===== config.mk =====
export PLATFORM = sky130hd
export DESIGN_NAME = cgra_cfg_arb
export DESIGN_NICKNAME = d
export VERILOG_FILES = /design/src/rtl/cgra_cfg_arb_pkg.sv /design/src/rtl/cgra_cfg_arb_timer.sv /design/src/rtl/cgra_cfg_arb.sv
export SDC_FILE = /design/constraint.sdc
export NUM_CORES = 1
export LEC_CHECK = 0
export BUFFER_PORTS_ARGS = -buffer_cell sky130_fd_sc_hd__clkbuf_2
export CAP_MARGIN = 20
export CORE_MARGIN = 2
export CORE_UTILIZATION = 45
export DETAILED_ROUTE_END_ITERATION = 6
export PLACE_DENSITY = 0.82
export SYNTH_ARGS = -nofsm -noshare
export SYNTH_HDL_FRONTEND = slang
export SYNTH_SLANG_ARGS = --single-unit

===== constraint.sdc =====
create_clock -name clk -period 4.5 [get_ports clk]
set_clock_uncertainty 0.1 [all_clocks]
set_input_delay 0.225 -clock clk [delete_from_list [all_inputs] [get_ports clk]]
set_output_delay 0.225 -clock clk [all_outputs]
set_load 0.01 [all_outputs]

===== src/rtl/cgra_cfg_arb_pkg.sv =====
// Shared types and default widths for the CGRA configuration arbiter.
package cgra_cfg_arb_pkg;

  localparam int CGRA_CFG_ADDR_WIDTH_DEFAULT = 32;
  localparam int CGRA_CFG_DATA_WIDTH_DEFAULT = 32;

  typedef enum logic {
    IDLE    = 1'b0,
    RD_WAIT = 1'b1
  } arb_state_t;

endpackage


===== src/rtl/cgra_cfg_arb_timer.sv =====
// Read-timeout counter: counts cycles while enabled, expired flags the last allowed cycle.
module cgra_cfg_arb_timer #(
  parameter int RD_TIMEOUT = 64
) (
  input  logic clk,
  input  logic reset,
  input  logic clear,
  input  logic enable,
  output logic expired
);

  localparam int CW = $clog2(RD_TIMEOUT + 1);

  logic [CW-1:0] count;

  always_ff @(posedge clk or posedge reset) begin
    if (reset) begin
      count <= '0;
    end else if (clear) begin
      count <= '0;
    end else if (enable) begin
      count <= count + 1'b1;
    end
  end

  // count holds the number of completed wait cycles, so the final one is RD_TIMEOUT-1
  assign expired = enable && (count == CW'(RD_TIMEOUT - 1));

endmodule


===== src/rtl/cgra_cfg_arb.sv =====
// JTAG / parallel-config arbiter for the CGRA configuration port.
// Optional read timeout enabled by defining CGRA_CFG_ARB_RD_TIMEOUT_EN.
module cgra_cfg_arb
  import cgra_cfg_arb_pkg::*;
#(
  parameter int CGRA_CFG_ADDR_WIDTH = CGRA_CFG_ADDR_WIDTH_DEFAULT,
  parameter int CGRA_CFG_DATA_WIDTH = CGRA_CFG_DATA_WIDTH_DEFAULT,
  parameter int RD_TIMEOUT          = 64
) (
  input  logic                           clk,
  input  logic                           reset,
  input  logic                           jtag_req_valid,
  input  logic                           jtag_req_wr,
  input  logic [CGRA_CFG_ADDR_WIDTH-1:0] jtag_req_addr,
  input  logic [CGRA_CFG_DATA_WIDTH-1:0] jtag_req_data,
  output logic                           jtag_req_ready,
  output logic                           jtag_rsp_valid,
  output logic [CGRA_CFG_DATA_WIDTH-1:0] jtag_rsp_data,
  output logic                           jtag_rsp_err,
  input  logic                           pc_req_valid,
  input  logic [CGRA_CFG_ADDR_WIDTH-1:0] pc_req_addr,
  input  logic [CGRA_CFG_DATA_WIDTH-1:0] pc_req_data,
  output logic                           pc_req_ready,
  output logic                           cfg_wr_en,
  output logic                           cfg_rd_en,
  output logic [CGRA_CFG_ADDR_WIDTH-1:0] cfg_addr,
  output logic [CGRA_CFG_DATA_WIDTH-1:0] cfg_data,
  input  logic [CGRA_CFG_DATA_WIDTH-1:0] cfg_rd_data,
  input  logic                           cfg_rd_data_valid,
  output logic                           busy
);

  arb_state_t state;
  logic       timer_expired;

  // JTAG has strict priority; nothing is accepted while a read is outstanding
  assign jtag_req_ready = (state == IDLE);
  assign pc_req_ready   = (state == IDLE) && !jtag_req_valid;
  assign busy           = (state != IDLE);

`ifdef CGRA_CFG_ARB_RD_TIMEOUT_EN
  logic rsp_err_q;

  cgra_cfg_arb_timer #(
    .RD_TIMEOUT(RD_TIMEOUT)
  ) u_timer (
    .clk    (clk),
    .reset  (reset),
    .clear  (state == IDLE),
    .enable (state == RD_WAIT),
    .expired(timer_expired)
  );

  assign jtag_rsp_err = rsp_err_q;
`else
  logic unused_rd_timeout;

  assign unused_rd_timeout = ^RD_TIMEOUT;
  assign timer_expired     = 1'b0;
  assign jtag_rsp_err      = 1'b0;
`endif

  always_ff @(posedge clk or posedge reset) begin
    if (reset) begin
      state          <= IDLE;
      cfg_wr_en      <= 1'b0;
      cfg_rd_en      <= 1'b0;
      cfg_addr       <= '0;
      cfg_data       <= '0;
      jtag_rsp_valid <= 1'b0;
      jtag_rsp_data  <= '0;
`ifdef CGRA_CFG_ARB_RD_TIMEOUT_EN
      rsp_err_q      <= 1'b0;
`endif
    end else begin
      cfg_wr_en      <= 1'b0;
      cfg_rd_en      <= 1'b0;
      jtag_rsp_valid <= 1'b0;
`ifdef CGRA_CFG_ARB_RD_TIMEOUT_EN
      rsp_err_q      <= 1'b0;
`endif
      case (state)
        IDLE: begin
          if (jtag_req_valid) begin
            cfg_addr <= jtag_req_addr;
            if (jtag_req_wr) begin
              cfg_wr_en <= 1'b1;
              cfg_data  <= jtag_req_data;
            end else begin
              cfg_rd_en <= 1'b1;
              state     <= RD_WAIT;
            end
          end else if (pc_req_valid) begin
            cfg_wr_en <= 1'b1;
            cfg_addr  <= pc_req_addr;
            cfg_data  <= pc_req_data;
          end
        end
        RD_WAIT: begin
          // returned data wins over a coincident timeout
          if (cfg_rd_data_valid) begin
            jtag_rsp_valid <= 1'b1;
            jtag_rsp_data  <= cfg_rd_data;
            state          <= IDLE;
          end else if (timer_expired) begin
            jtag_rsp_valid <= 1'b1;
            jtag_rsp_data  <= '0;
`ifdef CGRA_CFG_ARB_RD_TIMEOUT_EN
            rsp_err_q      <= 1'b1;
`endif
            state          <= IDLE;
          end
        end
        default: state <= IDLE;
      endcase
    end
  end

endmodule


# Word level (Yosys, flattened, before mapping)
# Index checks and enable logic that the tools add are counted.
[totals] ff_bits=100 elab_cells=31 out_inout_bits=103 inputBits=166
[classes] n_reduce_logical=6 n_bitwise=1 n_eq_ne=1 muxes=16
[ops] operator="32-bit 2-to-1 mux" n=5
[ops] operator="1-bit 2-to-1 mux" n=10
[ops] operator="2-bit AND reduction" n=2
[ops] operator="3-bit AND reduction" n=1
[ops] operator="2-bit by 1-bit != test with 1-bit output (second input constant)" n=1
[ops] operator="1-bit case mux with 2 select lines" n=1
[ops] operator="2-bit nonzero test" n=1
[ops] operator="1-bit logical AND" n=1
[ops] operator="1-bit zero test" n=1
[ops] operator="1-bit NOT" n=1

# Logic depth before layout (Yosys ltp)
# Gate-level depths: netlist of run 1.
[depth] ltp_word=3 mapped_depth=6 ltp_nobuf=3

# Worst setup path before layout of run 1
# No wires, ideal clock.
[synth_timing] path_kind="reg2reg" startpoint="register state (netlist: busy)" endpoint="register jtag_rsp_data[10]" t_arrival_ns=1.207 path_buffers=1 stages_incl_launch_ff=4 slack_ns=3.069 setup_time_ns=0.125 synth_period_minus_slack_ns=1.431 t_required_ns=4.275 path_cell_list="dfrtp_1 nand2_1 buf_2 mux2_2"
[synth_via] elab_chain_cells=1
[synth_lines] item="start, declared" line_no="cgra_cfg_arb.sv:33" rtl="arb_state_t state;"
[synth_lines] item="start signal, assigned" line_no="cgra_cfg_arb.sv:65" rtl="state <= IDLE;"
[synth_lines] item="start signal, assigned" line_no="cgra_cfg_arb.sv:91" rtl="state <= RD_WAIT;"
[synth_lines] item="start signal, assigned" line_no="cgra_cfg_arb.sv:104" rtl="state <= IDLE;"
[synth_lines] item="2-bit AND reduction (no source line)"
[synth_lines] item="end signal, assigned" line_no="cgra_cfg_arb.sv:103" rtl="jtag_rsp_data <= cfg_rd_data;"
[synth_lines] item="end, declared" line_no="cgra_cfg_arb.sv:18" rtl="output logic [CGRA_CFG_DATA_WIDTH-1:0] jtag_rsp_data,"
# No other way between the ends.
# A chain may end at the register's enable or synchronous reset.

# Final worst setup path of run 1
[layout_timing] startpoint="input jtag_req_valid" endpoint="register cfg_data[21]"
[layout_via] elab_chain_cells=2 word_cells_on_any_way=4 classes_between="eq/ne: 1; mux: 1; reduce/logical: 2"
[layout_lines] item="start, declared" line_no="cgra_cfg_arb.sv:12" rtl="input logic jtag_req_valid,"
[layout_lines] item="2-bit by 1-bit != test with 1-bit output (no source line) or 2-bit nonzero test (tied branches)"
[layout_lines] item="3-bit AND reduction (no source line)"
[layout_lines] item="end signal, assigned" line_no="cgra_cfg_arb.sv:88" rtl="cfg_data <= jtag_req_data;"
[layout_lines] item="end signal, assigned" line_no="cgra_cfg_arb.sv:96" rtl="cfg_data <= pc_req_data;"
[layout_lines] item="end, declared" line_no="cgra_cfg_arb.sv:27" rtl="output logic [CGRA_CFG_DATA_WIDTH-1:0] cfg_data,"
# Several ways; a longest one is shown, not always the timed one.

==> results.sh, run 1 <==
export IMPL_dp_hpwl_um=8370
export IMPL_die_area_mm2=0.0109
export IMPL_firstDrtPassIters=4
export IMPL_area_growth_pct=42.5
export IMPL_layout_common_cells="clkbuf_2, dfrtp_1, mux2_2"
export IMPL_worstHoldStart="cfg_rd_data[17]"
export IMPL_status="finished, final reports clean"
export IMPL_max_freq_mhz=476
export IMPL_clockRootBuffer="clkbuf_8"
export IMPL_critPathArrivalTime_ns=2.23
export IMPL_hold_violations=0
export IMPL_rrSetupSlack_ns=2.70
export IMPL_rr_endpoint="cfg_data[21]$_DFFE_PP0P_"
export IMPL_clock_sinks=100
export IMPL_core_area_mm2=0.00977
export IMPL_postCtsHoldBufs=31
export IMPL_cts_made_buffers=9
export IMPL_cap_violations=0
export IMPL_synthCells=324
export IMPL_powerDensity_mw_per_mm2=396
export IMPL_worstHoldEndpoint="jtag_rsp_data[17]$_DFFE_PP0P_"
export IMPL_yosysUniqueCellTypes=19
export IMPL_post_drt_wl_per_cell_um=15.1
export IMPL_path_cells="buf_4 > mux2i_2 > nor2_4 > buf_12 > mux2_2"
export IMPL_via_per_inst=4.74
export IMPL_io_pins=269
export IMPL_nFillCells=772
export IMPL_p_int_w=0.00180
export IMPL_critPathKind="input pin to flop"
export IMPL_switching_share=0.299
export IMPL_syn_area_mm2=0.00454
export IMPL_die_h_um=104
export IMPL_ir_drop_mv=0.244
export IMPL_grt_max_degree=69
export IMPL_crit_buf_inv=2
export IMPL_synth_seq_cells=100
export IMPL_layout_drive_gt1_share=0.622
export IMPL_seq_area_mm2=0.00250
export IMPL_layout_commonest_cell="clkbuf_2"
export IMPL_stdcell_count=754
export IMPL_start_kind="input pin"
export IMPL_drc=0
export IMPL_end_kind="flop"
export IMPL_finalCritPeriodShare=0.467
export IMPL_p_switching_w=0.000766
export IMPL_gp_congestion=0.709
export IMPL_fin_setup_tns_ns=0
export IMPL_synth_avg_cell_area_um2=14.0
export IMPL_rr_startpoint="busy$_DFF_PP0_"
export IMPL_rows=36
export IMPL_n_antenna_cell=0
export IMPL_critPathSlowestCell="buf_4"
export IMPL_cts_setup_buffers=0
export IMPL_setup_viol=0
export IMPL_grt_remaining_overflow=0
export IMPL_antenna_found_initial=0
export IMPL_ant_nets=0
export IMPL_power_share_clock=0.227
export IMPL_seq_area_frac_synth=0.551
export IMPL_hold_depth=2
export IMPL_multi_input_area_mm2=0.00187
export IMPL_leakage_nw=3.41
export IMPL_finalWirelength_um=11400
export IMPL_max_stage_delay_ns=0.75
export IMPL_wl_met2_um=6010
export IMPL_highest_layer="met4"
export IMPL_grt_setup_unrepaired="false"
export IMPL_wl_met3_um=792
export IMPL_cp_required_ns=4.63
export IMPL_pwr_share_seq=0.472
export IMPL_io_buffer_count=267
export IMPL_clock_latency_ns=0.34
export IMPL_place_inst=705
export IMPL_dieWidth_um=104
export IMPL_r2r_cells=3
export IMPL_synth_warnings=0
export IMPL_path_clk_slew_ns=0.09
export IMPL_met1_length_um=4420
export IMPL_synth_net_count=490
export IMPL_utilization=0.662
export IMPL_p_comb_frac=0.301
export IMPL_cp_max_fo=68
export IMPL_final_max_slew_viol_count=0
export IMPL_cts_resized=0
export IMPL_slew_headroom=0.337
export IMPL_crit_family="buffers and inverters"
export IMPL_clock_path_buffers=2
export IMPL_grt_pass1_wl_um=18300
export IMPL_vias=3573
export IMPL_worstMarginPinSlew_ns=0.995
export IMPL_start_util=0.464
export IMPL_cts_tree="yes"
export IMPL_period_minus_slack_ns=2.10
export IMPL_grt_pass1_vias=3746
export IMPL_dr_first_iter_drc_count=134
export IMPL_grt_use_total=0.211
export IMPL_cts_htree_levels=3
export IMPL_layout_nets=782
export IMPL_hp_class="input pin to flop"
routing by layer:
layer  up-vias  GRT usage
li1       1713          -
met2       172      0.380
met1      1669      0.246
met4         0     0.0840
met3        19     0.0414
met5         -          0
logic make-up after synthesis:
group                  synth area share
DFF                               0.551
other                          0.000826
muxes                             0.338
and+or+nand+nor                  0.0322
AOI/OAI and AO/OA                0.0394
buffers and inverters            0.0380
cell usage after synthesis, drive strengths merged:
cell type	number	share of area
buf	16	0.031
nor2	2	0.0033
mux2i	33	0.074
o21bai	2	0.0041
nand2	33	0.027
inv	3	0.0025
clkbuf	5	0.0041
conb	1	0.00083
o21ai	32	0.035
nor3b	1	0.0017
dfrtp	100	0.55
mux2	96	0.26
registers in the layout, summed over array words and instances (netlist names):
register and cells:
jtag_rsp_data 32, jtag_rsp_valid 1, cfg_data 32, cfg_rd_en 1
busy 1, cfg_wr_en 1, cfg_addr 32
through the flow:
stage	hold slack, ns	instance area (um^2)	power (W)	setup WS (ns)
6_report	0.0184	6470	0.00256	2.40
5_1_grt	0.00378	6470	0.00270	2.31
4_1_cts	0.00152	6420	0.00258	2.08
3_5_place_dp	0.298	5910	0.00197	1.69
3_3_place_gp	0.279	5910	0.00194	1.83
2_1_floorplan	0.203	4540	0.00163	1.56
worst register-to-register path, cell delays in order (launching register included):
cell and delay, ns:
dfrtp_1 0.49, nor2_4 0.48, buf_12 0.27, mux2_2 0.35
how the worst max path moves through the flow:
stage,from,end,slack (ns),cells after the start
3_5_place_dp,jtag_req_valid,cfg_data[20]$_DFFE_PP0P_,1.69,4
5_1_grt,jtag_req_valid,cfg_data[21]$_DFFE_PP0P_,2.31,5
4_1_cts,jtag_req_valid,cfg_data[20]$_DFFE_PP0P_,2.08,4
3_3_place_gp,jtag_req_valid,cfg_data[21]$_DFFE_PP0P_,1.83,4
6_report,jtag_req_valid,cfg_data[21]$_DFFE_PP0P_,2.40,5
2_1_floorplan,reset,busy$_DFF_PP0_,1.56,1
power groups by stage:
stage               logic (W)  clock network [W]  registers (W)
global route         0.000836           0.000636        0.00123
detailed placement   0.000749                  0        0.00122
finish               0.000772           0.000582        0.00121
global placement     0.000724                  0        0.00121
floorplan            0.000325                  0        0.00130
CTS                  0.000772           0.000598        0.00121
cell type report:
cell class | count | share of cell area
tap | 133 | 0.0257
inverter | 3 | 0.00213
multi-input combinational | 200 | 0.289
timing repair buffer | 302 | 0.265
sequential | 100 | 0.387
clock buffer | 12 | 0.0240
clock inverter | 4 | 0.00735
(Power assumes the default switching activity.)
==> run 2, diff against run 1 <==
--- a/config.mk
+++ b/config.mk
@@ -5,12 +5,13 @@
 export SDC_FILE = /design/constraint.sdc
 export NUM_CORES = 1
 export LEC_CHECK = 0
+export ABC_AREA = 1
 export BUFFER_PORTS_ARGS = -buffer_cell sky130_fd_sc_hd__clkbuf_2
 export CAP_MARGIN = 20
 export CORE_MARGIN = 2
-export CORE_UTILIZATION = 45
+export CORE_UTILIZATION = 40
 export DETAILED_ROUTE_END_ITERATION = 6
-export PLACE_DENSITY = 0.82
+export PLACE_DENSITY = 0.77
 export SYNTH_ARGS = -nofsm -noshare
 export SYNTH_HDL_FRONTEND = slang
 export SYNTH_SLANG_ARGS = --single-unit
==> constraint.sdc (replaced) <==
create_clock -name clk -period 1.82 [get_ports clk]
set_clock_uncertainty 0.1 [all_clocks]
set_input_delay 0.091 -clock clk [delete_from_list [all_inputs] [get_ports clk]]
set_output_delay 0.091 -clock clk [all_outputs]
set_load 0.01 [all_outputs]
==> results.sh, run 2 <==
export IMPL_status="finished, final reports clean"
export IMPL_path_cells="buf_4 > inv_1 > nand3_2 > buf_4 > nand2_1 > nand2_1"
export IMPL_layout_commonest_cell="nand2_1"
export IMPL_cp_required_ns=2.00
export IMPL_critPathKind="flop to flop"
export IMPL_gp_congestion=0.795
export IMPL_seq_area_frac_synth=0.531
export IMPL_synth_seq_cells=100
export IMPL_synth_avg_cell_area_um2=7.40
export IMPL_syn_area_mm2=0.00471
export IMPL_cp_max_fo=35
export IMPL_finalCritPeriodShare=0.883
export IMPL_start_kind="flop"
export IMPL_slew_headroom=0.531
export IMPL_max_stage_delay_ns=0.34
export IMPL_dr_first_iter_drc_count=380
export IMPL_period_minus_slack_ns=1.61
export IMPL_post_drt_wl_per_cell_um=14.6
export IMPL_fin_setup_tns_ns=0
export IMPL_synth_net_count=803
export IMPL_io_buffer_count=267
export IMPL_yosysUniqueCellTypes=19
export IMPL_grt_use_total=0.275
export IMPL_grt_pass1_wl_um=27900
export IMPL_powerDensity_mw_per_mm2=1060
export IMPL_worstMarginPinSlew_ns=0.702
export IMPL_grt_pass1_vias=5867
export IMPL_via_per_inst=4.88
export IMPL_critPathArrivalTime_ns=1.78
export IMPL_critPathSlowestCell="dfrtp_1"
export IMPL_rows=39
export IMPL_io_pins=269
export IMPL_synth_common_cells="nand2_1, dfrtp_1, nand3_1, o21ai_0, buf_2"
export IMPL_final_max_slew_viol_count=0
export IMPL_cts_resized=0
export IMPL_area_growth_pct=67.4
export IMPL_grt_max_degree=101
export IMPL_cap_violations=0
export IMPL_dpl_instance_area_mm2=0.00616
export IMPL_n_antenna_cell=0
export IMPL_layout_drive_gt1_share=0.293
export IMPL_ir_drop_mv=0.716
export IMPL_synth_edf_count=0
export IMPL_max_freq_mhz=622
export IMPL_drc=0
export IMPL_vias=5746
export IMPL_final_area_mm2=0.00789
export IMPL_path_clk_slew_ns=0.07
export IMPL_cts_tree="yes"
export IMPL_layout_common_cells="nand2_1, clkbuf_2, dlygate4sd3_1"
export IMPL_clock_sinks=100
export IMPL_finalWirelength_um=17200
export IMPL_setup_viol=0
export IMPL_synthTopCellsByArea="dfrtp_1, nand2_1, nand3_1"
export IMPL_die_area_mm2=0.0127
export IMPL_firstDrtPassIters=5
export IMPL_synth_flop_cell="dfrtp_1"
export IMPL_crit_buf_inv=3
export IMPL_clock_path_buffers=2
export IMPL_ys_async_sr_fraction=1.00
export IMPL_die_h_um=113
export IMPL_hp_class="input pin to flop"
export IMPL_synth_warnings=0
export IMPL_leakage_nw=4.63
export IMPL_dieWidth_um=113
export IMPL_clockRootBuffer="clkbuf_16"
export IMPL_synth_top_cell_area_share=0.531
export IMPL_crit_family="buffers and inverters"
export IMPL_layout_nets=1197
export IMPL_clock_latency_ns=0.33
export IMPL_core_area_mm2=0.0115
export IMPL_cts_htree_levels=3
export IMPL_antenna_found_initial=0
export IMPL_grt_remaining_overflow=0
export IMPL_seq_area_mm2=0.00250
export IMPL_multi_input_area_mm2=0.00196
export IMPL_grt_setup_unrepaired="false"
export IMPL_nFillCells=827
export IMPL_ant_nets=0
export IMPL_yosys_cell_count_top_type="nand2_1"
export IMPL_synth_top_cell_by_area="dfrtp_1"
export IMPL_hold_violations=0
export IMPL_start_util=0.411
export IMPL_synthCells=637
export IMPL_reg_top3="cfg_addr x32, cfg_data x32, jtag_rsp_data x32"
export IMPL_dp_hpwl_um=9780
export IMPL_end_kind="flop"
export IMPL_cts_made_buffers=9
[run 2: path summary, 6_finish.rpt]
path | cells after the start | from | slack, ns | endpoint
worst max-delay path | 6 | busy$_DFF_PP0_ | 0.21 | cfg_data[24]$_DFFE_PP0P_
worst min-delay path | 5 | pc_req_addr[30] | 0.003 | cfg_addr[30]$_DFFE_PP0P_
worst max register to register | 6 | busy$_DFF_PP0_ | 0.21 | cfg_data[24]$_DFFE_PP0P_
worst min register to register | 2 | cfg_data[8]$_DFFE_PP0P_ | 0.38 | cfg_data[8]$_DFFE_PP0P_
max in group asynchronous | 4 | reset | 0.81 | jtag_rsp_data[4]$_DFFE_PP0P_
min in group asynchronous | 4 | reset | 0.37 | jtag_rsp_data[17]$_DFFE_PP0P_
[run 2: metrics by stage]
step | setup slack [ns] | utilization | cells | hold WS [ns] | total power [W]
final | 0.212 | 0.688 | 1178 | 0.00347 | 0.00839
after global routing | 0.0677 | 0.688 | 1178 | 0.0106 | 0.00891
after CTS | 0.210 | 0.688 | 1178 | 0.000652 | 0.00836
after detailed placement | 0.216 | 0.537 | 1021 | 0.187 | 0.00604
after global placement | 0.280 | 0.537 | 1021 | 0.179 | 0.00598
after floorplan | 0.439 | - | 637 | 0.101 | 0.00473
[run 2: layout make-up]
class | instances | area share
flip-flops and latches | 100 | 0.317
clock buffers | 9 | 0.0285
well taps | 143 | 0.0227
multi-input cells | 490 | 0.248
repair buffers | 423 | 0.369
clock inverters | 6 | 0.0111
inverters | 7 | 0.00380
[run 2: worst min-delay path, delay by kind of cell]
kind,cells,cell delay (ns)
buf+inv,1,0.08
simple gates,4,0.24
[run 2: cell families after synthesis]
| kind of cell | Yosys count | share of synthesized area |
|---|---|---|
| DFF | 100 | 0.531 |
| buffers and inverters | 47 | 0.0544 |
| and+or+nand+nor | 456 | 0.379 |
| other | 1 | 0.000795 |
| AOI/OAI and AO/OA | 33 | 0.0350 |
[run 2: routing by layer]
| metal | up-vias | wire length (um) | global-route usage |
|---|---|---|---|
| li1 | 2735 | - | - |
| met1 | 2640 | 6430 | 0.303 |
| met2 | 305 | 8680 | 0.496 |
| met3 | 66 | 1250 | 0.0556 |
| met4 | 0 | 799 | 0.145 |
| met5 | - | 0 | 0 |
[run 2: repair_timing]
item / CTS / global route
endpoints found under the hold margin: 188 / 0
hold buffers: 142 / 0
setup buffers: 0 / 0
[run 2: where the power goes]
part | switching, W | leakage, nW | internal (W)
clock network | 0.000837 | 0.156 | 0.00120
registers | 0.000407 | 1.24 | 0.00294
logic | 0.00171 | 3.23 | 0.00130
total | 0.00296 | 4.63 | 0.00544
